### src/rtl/mmu_cache_pkg.sv
// Shared types for the MMU-side cache arbiter: requester IDs, FSM states and helpers.
package mmu_cache_pkg;

  typedef enum logic [1:0] {
    IMMU = 2'd0,
    DMMU = 2'd1,
    CPU  = 2'd2
  } owner_e;

  typedef enum logic [1:0] {
    IDLE = 2'd0,
    BUSY = 2'd1,
    RESP = 2'd2
  } arb_state_e;

  localparam int         NUM_REQ    = 3;
  localparam logic [3:0] STARVE_MAX = 4'd15;

  // Requester that follows o in round-robin order
  function automatic owner_e owner_next(input owner_e o);
    return (o == CPU) ? IMMU : owner_e'(o + 2'd1);
  endfunction

  function automatic owner_e gnt2owner(input logic [NUM_REQ-1:0] g);
    if (g[CPU])       return CPU;
    else if (g[DMMU]) return DMMU;
    else              return IMMU;
  endfunction

endpackage

### src/rtl/mmu_arb_pick.sv
// Combinational 3-way picker: fixed priority with a CPU starvation override, or
// round-robin starting from rr_ptr. Returns a one-hot grant.
module mmu_arb_pick
  import mmu_cache_pkg::*;
(
  input  logic [NUM_REQ-1:0] req_vld,
  input  logic               rr_mode,
  input  owner_e             rr_ptr,
  input  logic               starve,
  output logic [NUM_REQ-1:0] gnt
);

  owner_e idx;
  logic   found;

  always_comb begin
    gnt   = '0;
    found = 1'b0;
    idx   = rr_mode ? rr_ptr : IMMU;
    if (!rr_mode && starve && req_vld[CPU]) begin
      gnt[CPU] = 1'b1;
      found    = 1'b1;
    end
    for (int k = 0; k < NUM_REQ; k++) begin
      if (!found && req_vld[idx]) begin
        gnt[idx] = 1'b1;
        found    = 1'b1;
      end
      idx = owner_next(idx);
    end
  end

endmodule

### src/rtl/mmu_cache_arbiter.sv
// Shares the cache CPU port between IMMU walker, DMMU walker and the LSU, one
// transaction at a time. Define MMU_CACHE_ARB_RR_EN for round-robin arbitration.
module mmu_cache_arbiter
  import mmu_cache_pkg::*;
#(
  parameter int ADDR_WIDTH = 64,
  parameter int DATA_WIDTH = 64
) (
  input  logic                    clk,
  input  logic                    rst,
  input  logic                    immu_req_valid,
  output logic                    immu_req_ready,
  input  logic [ADDR_WIDTH-1:0]   immu_addr,
  output logic                    immu_rsp_valid,
  output logic [DATA_WIDTH-1:0]   immu_rdata,
  input  logic                    dmmu_req_valid,
  output logic                    dmmu_req_ready,
  input  logic [ADDR_WIDTH-1:0]   dmmu_addr,
  output logic                    dmmu_rsp_valid,
  output logic [DATA_WIDTH-1:0]   dmmu_rdata,
  input  logic                    cpu_req_valid,
  output logic                    cpu_req_ready,
  input  logic [ADDR_WIDTH-1:0]   cpu_addr,
  input  logic                    cpu_wen,
  input  logic [DATA_WIDTH-1:0]   cpu_wdata,
  input  logic [DATA_WIDTH/8-1:0] cpu_wmask,
  output logic                    cpu_rsp_valid,
  output logic [DATA_WIDTH-1:0]   cpu_rdata,
  output logic [ADDR_WIDTH-1:0]   cache_addr,
  output logic                    cache_ren,
  output logic                    cache_wen,
  output logic [DATA_WIDTH-1:0]   cache_wdata,
  output logic [DATA_WIDTH/8-1:0] cache_wmask,
  input  logic [DATA_WIDTH-1:0]   cache_rdata,
  input  logic                    cache_hit
);

  localparam int MASK_W = DATA_WIDTH / 8;

  typedef struct packed {
    logic [ADDR_WIDTH-1:0] addr;
    logic                  wen;
    logic [DATA_WIDTH-1:0] wdata;
    logic [MASK_W-1:0]     wmask;
  } req_t;

  arb_state_e                          state_q, state_d;
  owner_e                              owner_q, win, rr_ptr;
  req_t                                req_q, req_win;
  logic [NUM_REQ-1:0]                  req_vld, gnt, rdy, rsp_vld;
  logic [NUM_REQ-1:0][DATA_WIDTH-1:0]  rdata_q;
  logic                                accept, starve, rr_mode;

  assign req_vld = {cpu_req_valid, dmmu_req_valid, immu_req_valid};
  assign accept  = (state_q == IDLE) && (|req_vld);
  assign win     = gnt2owner(gnt);

`ifdef MMU_CACHE_ARB_RR_EN
  owner_e rr_ptr_q;

  assign rr_mode = 1'b1;
  assign starve  = 1'b0;
  assign rr_ptr  = rr_ptr_q;

  always_ff @(posedge clk or posedge rst) begin
    if (rst)         rr_ptr_q <= IMMU;
    else if (accept) rr_ptr_q <= owner_next(win);
  end
`else
  logic [3:0] starve_cnt_q;

  assign rr_mode = 1'b0;
  assign rr_ptr  = IMMU;
  assign starve  = (starve_cnt_q == STARVE_MAX);

  // Counts arbitrations the waiting CPU lost; saturates, cleared on CPU grant
  always_ff @(posedge clk or posedge rst) begin
    if (rst) begin
      starve_cnt_q <= '0;
    end else if (accept) begin
      if (gnt[CPU])
        starve_cnt_q <= '0;
      else if (cpu_req_valid && starve_cnt_q != STARVE_MAX)
        starve_cnt_q <= starve_cnt_q + 4'd1;
    end
  end
`endif

  mmu_arb_pick u_pick (
    .req_vld (req_vld),
    .rr_mode (rr_mode),
    .rr_ptr  (rr_ptr),
    .starve  (starve),
    .gnt     (gnt)
  );

  // Walkers only read; their write fields stay zero
  always_comb begin
    req_win = '0;
    case (win)
      IMMU: req_win.addr = immu_addr;
      DMMU: req_win.addr = dmmu_addr;
      default: begin
        req_win.addr  = cpu_addr;
        req_win.wen   = cpu_wen;
        req_win.wdata = cpu_wdata;
        req_win.wmask = cpu_wmask;
      end
    endcase
  end

  always_ff @(posedge clk or posedge rst) begin
    if (rst) state_q <= IDLE;
    else     state_q <= state_d;
  end

  always_comb begin
    state_d   = state_q;
    rdy       = '0;
    rsp_vld   = '0;
    cache_ren = 1'b0;
    cache_wen = 1'b0;
    case (state_q)
      IDLE: begin
        rdy = gnt;
        if (|req_vld) state_d = BUSY;
      end
      BUSY: begin
        cache_ren = ~req_q.wen;
        cache_wen = req_q.wen;
        if (cache_hit) state_d = RESP;
      end
      RESP: begin
        rsp_vld[owner_q] = 1'b1;
        state_d          = IDLE;
      end
      default: state_d = IDLE;
    endcase
  end

  always_ff @(posedge clk or posedge rst) begin
    if (rst) begin
      owner_q <= IMMU;
      req_q   <= '0;
      rdata_q <= '0;
    end else begin
      if (accept) begin
        owner_q <= win;
        req_q   <= req_win;
      end
      if (state_q == BUSY && cache_hit)
        rdata_q[owner_q] <= req_q.wen ? '0 : cache_rdata;
    end
  end

  assign immu_req_ready = rdy[IMMU];
  assign dmmu_req_ready = rdy[DMMU];
  assign cpu_req_ready  = rdy[CPU];
  assign immu_rsp_valid = rsp_vld[IMMU];
  assign dmmu_rsp_valid = rsp_vld[DMMU];
  assign cpu_rsp_valid  = rsp_vld[CPU];
  assign immu_rdata     = rdata_q[IMMU];
  assign dmmu_rdata     = rdata_q[DMMU];
  assign cpu_rdata      = rdata_q[CPU];
  assign cache_addr     = req_q.addr;
  assign cache_wdata    = req_q.wdata;
  assign cache_wmask    = req_q.wmask;

endmodule

### config.mk
export PLATFORM = sky130hd
export DESIGN_NAME = mmu_cache_arbiter
export DESIGN_NICKNAME = d
export VERILOG_FILES = /design/src/rtl/mmu_cache_pkg.sv /design/src/rtl/mmu_arb_pick.sv /design/src/rtl/mmu_cache_arbiter.sv
export SDC_FILE = /design/constraint.sdc
export NUM_CORES = 1
export LEC_CHECK = 0
export BUFFER_PORTS_ARGS = -buffer_cell sky130_fd_sc_hd__buf_2
export CELL_PAD_IN_SITES_DETAIL_PLACEMENT = 1
export CELL_PAD_IN_SITES_GLOBAL_PLACEMENT = 2
export CORE_AREA = 2 2 260 262
export CTS_CLUSTER_DIAMETER = 80
export DETAILED_ROUTE_END_ITERATION = 12
export DIE_AREA = 0 0 262 264
export PLACE_DENSITY_LB_ADDON = 0.1
export RECOVER_POWER = 100
export SETUP_SLACK_MARGIN = 0.3
export SYNTH_ARGS = -nofsm -noshare
export SYNTH_HDL_FRONTEND = slang
export SYNTH_SLANG_ARGS = --single-unit
### constraint.sdc
create_clock -name clk -period 10.7 [get_ports clk]
set_input_delay 1.07 -clock clk [delete_from_list [all_inputs] [get_ports clk]]
set_output_delay 1.07 -clock clk [all_outputs]
set_load 0.03 [all_outputs]
==> impl_metrics.env <==
export IMPL_start_kind="input port"
export IMPL_pwr_density_cell_mw_per_mm2=328.4
export IMPL_worst_setup_path_end_kind="output port"
export IMPL_io_pins=671
export IMPL_power_leakage_nw=8.818
export IMPL_cts_hold_buf=0
export IMPL_wl_met3_mm=5.262
export IMPL_crit_reg2reg_capture="immu_rdata[4]"
export IMPL_clock_power_share=0.230
export IMPL_vdd_ir_drop_worst_mv=0.1780
export IMPL_netlist_instances=1259
export IMPL_core_area_mm2=0.06656
export IMPL_worst_setup_path_type="in2out"
export IMPL_clk_insertion_delay_late_ps=570
export IMPL_cts_tree="built"
export IMPL_grt_total_usage=0.1764
export IMPL_layout_nets=2104
export IMPL_grt_pass1_vias=12793
export IMPL_maxSlewHeadroom=-1.556
export IMPL_final_util=0.2892
export IMPL_number_of_cells_on_the_worst_reg_to_reg_path=4
export IMPL_std_cell_rows=95
export IMPL_synth_warnings=0
export IMPL_cp_cell_sequence="clkbuf_1 -> nor2_1 -> a21oi_1 -> nor3_4 -> clkbuf_1 -> clkbuf_1"
export IMPL_clkSlewWorstSetupHoldPaths_ps=50
export IMPL_final_period_util=0.5814
export IMPL_drtIter0Drc=378
export IMPL_synth_edf_count=0
export IMPL_tightest_slew_ps=3833
export IMPL_first_pass_iters=4
export IMPL_fraction_of_power_consumed_by_sequential_logic=0.336
export IMPL_max_freq_mhz=160.8
export IMPL_number_of_port_buffers=670
export IMPL_cts_htree_levels=2
export IMPL_area_delta_synth_final_pct=27.00
export IMPL_power_share_switching=0.4560
export IMPL_worst_path_buf_inv=3
export IMPL_synth_seq_area_share=0.5564
export IMPL_route_detailed_drc=0
export IMPL_clock_sinks=337
export IMPL_post_synth_xor_area_fraction=0.0005779
export IMPL_dp_hpwl_mm=44.96
export IMPL_route_detailed_wl_per_inst_um=23.49
export IMPL_clock_skew_final_ps=17.53
export IMPL_drtAntennaViolNets=0
export IMPL_tns_ps=0
export IMPL_clk_path_buf_depth=3
export IMPL_dr_max_layer_used="met5"
export IMPL_power_switching_mw=2.882
export IMPL_data_required_time_at_the_worst_endpoint_ps=9630
export IMPL_dominantRegCellSynth="sky130_fd_sc_hd__dfrtp_1"
export IMPL_timing_max_cap_violations=12
export IMPL_starting_density=0.2277
export IMPL_number_of_different_library_cells_in_the_post_synthesis_netlist=37
export IMPL_synth_simple_gate_area_share=0.08099
export IMPL_maximum_number_of_pins_on_one_net_before_global_route_repair=78
export IMPL_drive_gt1_frac=0.3344
export IMPL_crit_fanout=77
export IMPL_worst_path_dominant_cell_family="buffers and inverters"
export IMPL_timing_hold_worst_path_depth=2
export IMPL_antenna_found_initial=26
export IMPL_vias_per_cell=4.404
export IMPL_ctsResizeCount=0
export IMPL_fp_dieH_um=264
export IMPL_synthArstFlopShare=1.000
export IMPL_synth_ff_latch_count=337
export IMPL_die_outline_area_mm2=0.06917
export IMPL_crit_path_max_delay_cell_type="sky130_fd_sc_hd__clkbuf_1"
export IMPL_rsz0062_at_grt="false"
export IMPL_syn_nets=1595
export IMPL_route_layer_met1_wl_mm=24.66
export IMPL_globalplace_congestion=0.8003
export IMPL_min_delay_path_class="reg2reg"
export IMPL_synth_top_family_by_area="multiplexers"
export IMPL_min_delay_start="cache_addr[62]"
export IMPL_synthMuxAreaShare=0.1427
export IMPL_reg2reg_setup_slack_ps=4520
export IMPL_die_width_um=262
export IMPL_post_synthesis_share_of_cell_area_spent_on_full_adders_half_adders_and_majority_gates=0.0008256
export IMPL_mappedNetlistArea_mm2=0.01516
export IMPL_wl_met2_mm=31.04
export IMPL_synth_compound_area_frac=0.1210
export IMPL_cpMostUsedCell="sky130_fd_sc_hd__clkbuf_1"
export IMPL_holdPathEnd="cache_addr[62]"
export IMPL_cts_root_buf="sky130_fd_sc_hd__clkbuf_16"
export IMPL_grt_pass1_wl_mm=90.11
export IMPL_cts_post_setup_buffers_inserted=0
export IMPL_post_route_min_period_ps=6221
export IMPL_hold_viol=0
export IMPL_outcome="finished, violations left"
export IMPL_syn_mean_instance_area_um2=12.04
export IMPL_violations="capacitance limit, slew limit"
export IMPL_final_number_of_max_transition_violations=572
export IMPL_grt_remaining_overflow=0
export IMPL_worstPathArrival_ps=5150
export IMPL_number_of_endpoints_failing_setup_at_the_final_stage=0
export IMPL_internal_power_mw=3.438
export IMPL_cts_inserted_buffers=45
export IMPL_dr_total_vias=11786
export IMPL_timing_rr_start="state_q[1]"
export IMPL_comb_power_share=0.435
export IMPL_crit_path_max_incr_delay_ps=2690
export IMPL_routed_wirelength_mm=62.87
[registers in the layout, indices dropped and copies added (netlist names)]
signal        count
cache_addr       64
cache_wdata      64
cache_wmask       8
cpu_rdata        64
dmmu_rdata       64
immu_rdata       64
owner_q           2
req_q             1
starve_cnt_q      4
state_q           2
[cell type report]
cell class	count	area (µm²)
antenna	9	22.52
clock buffer	63	1265
clock inverter	10	115.1
fill	7654	47320
inverter	3	12.51
multi-input combinational	691	5260
sequential	337	8434
tap	873	1092
timing repair buffer	690	3045
[worst reg2reg max path: cells and delay by family, from the launching register on]
kind | cells | cell delay (ps)
flops | 1 | 500
mux | 1 | 560
simple gates | 2 | 2520
buf+inv | 1 | 2480
[cell families (layout without fill, tap and decap cells)]
group	Yosys count	count (layout)
other	0	9
flip-flops	337	337
AO/OA/AOI/OAI	276	276
XOR/XNOR	1	1
AND/OR/NAND/NOR	221	221
multiplexers	192	192
adder cells (fa/ha/maj)	1	1
buffers and inverters	231	766
[per-stage QoR]
step / std cells / total power, mW / setup WS [ps] / hold slack (ps) / area [µm²]
after floorplan: 1259 / 4.255 / 5125 / 451.0 / 15160
after global placement: 2594 / 5.057 / 6628 / 461.8 / 18350
after detailed placement: 2594 / 5.096 / 6602 / 470.0 / 18350
after CTS: 2667 / 6.591 / 6612 / 484.1 / 19730
after global routing: 2675 / 6.711 / 3854 / 502.3 / 19240
final: 2676 / 6.320 / 4479 / 479.4 / 19250
[power groups by stage]
stage               sequential (mW)  clock [mW]  combinational (mW)
floorplan                      2.79           0                1.47
global placement               2.12           0                2.94
detailed placement             2.14           0                2.96
CTS                            2.12        1.51                2.96
global route                   2.21        1.56                2.94
finish                         2.12        1.45                2.75
[synthesized netlist by cell type, types with 2 or more instances]
library cell               number  share of area
sky130_fd_sc_hd__a211oi_1      64          0.032
sky130_fd_sc_hd__a21o_1         4         0.0020
sky130_fd_sc_hd__a21oi_1        2        0.00066
sky130_fd_sc_hd__a22o_1        73          0.042
sky130_fd_sc_hd__and3_1        66          0.027
sky130_fd_sc_hd__buf_1          2        0.00050
sky130_fd_sc_hd__buf_2         26         0.0086
sky130_fd_sc_hd__buf_4        142          0.070
sky130_fd_sc_hd__buf_6          6         0.0045
sky130_fd_sc_hd__clkbuf_1      52          0.013
sky130_fd_sc_hd__dfrtp_1      337           0.56
sky130_fd_sc_hd__inv_1          3        0.00074
sky130_fd_sc_hd__mux2_1         5         0.0037
sky130_fd_sc_hd__mux2_2       187           0.14
sky130_fd_sc_hd__nand2_1       68          0.017
sky130_fd_sc_hd__nand3_1        3        0.00099
sky130_fd_sc_hd__nor2_1         5         0.0012
sky130_fd_sc_hd__nor2b_1       65          0.027
sky130_fd_sc_hd__nor4bb_1       2         0.0013
sky130_fd_sc_hd__o21ai_0       99          0.033
sky130_fd_sc_hd__o21ai_1       31          0.010
sky130_fd_sc_hd__o31ai_1        2        0.00099
[cell usage in the layout (no fill, tap or decap), types with 2 or more instances in the layout]
| master | Yosys | routed |
|---|---|---|
| sky130_fd_sc_hd__a211oi_1 | 64 | 64 |
| sky130_fd_sc_hd__a21o_1 | 4 | 3 |
| sky130_fd_sc_hd__a21oi_1 | 2 | 2 |
| sky130_fd_sc_hd__a22o_1 | 73 | 73 |
| sky130_fd_sc_hd__and3_1 | 66 | 66 |
| sky130_fd_sc_hd__buf_2 | 26 | 334 |
| sky130_fd_sc_hd__buf_4 | 142 | 10 |
| sky130_fd_sc_hd__bufinv_16 | 0 | 2 |
| sky130_fd_sc_hd__clkbuf_1 | 52 | 358 |
| sky130_fd_sc_hd__clkbuf_16 | 0 | 46 |
| sky130_fd_sc_hd__clkbuf_8 | 0 | 5 |
| sky130_fd_sc_hd__clkinv_2 | 0 | 6 |
| sky130_fd_sc_hd__dfrtp_1 | 337 | 336 |
| sky130_fd_sc_hd__diode_2 | 0 | 9 |
| sky130_fd_sc_hd__inv_1 | 3 | 2 |
| sky130_fd_sc_hd__mux2_1 | 5 | 5 |
| sky130_fd_sc_hd__mux2_2 | 187 | 187 |
| sky130_fd_sc_hd__nand2_1 | 68 | 67 |
| sky130_fd_sc_hd__nand3_1 | 3 | 3 |
| sky130_fd_sc_hd__nor2_1 | 5 | 6 |
| sky130_fd_sc_hd__nor2b_1 | 65 | 64 |
| sky130_fd_sc_hd__nor3_1 | 1 | 2 |
| sky130_fd_sc_hd__nor4bb_1 | 2 | 2 |
| sky130_fd_sc_hd__o21ai_0 | 99 | 129 |
[worst max path at each step]
stage,startpoint,to,depth (start not counted)
global route,state_q[0],immu_rdata[0],4
finish,immu_req_valid,cpu_req_ready,6
global placement,immu_req_valid,cpu_req_ready,6
floorplan,rst,cache_addr[0],1
detailed placement,immu_req_valid,cpu_req_ready,6
CTS,immu_req_valid,cpu_req_ready,6
[layer usage]
layer	up-vias	global-route usage
met4	26	0.05314
met1	5903	0.2058
met5	-	0
li1	5354	-
met2	392	0.3010
met3	111	0.06342
Power figures use the tool's default switching activity.
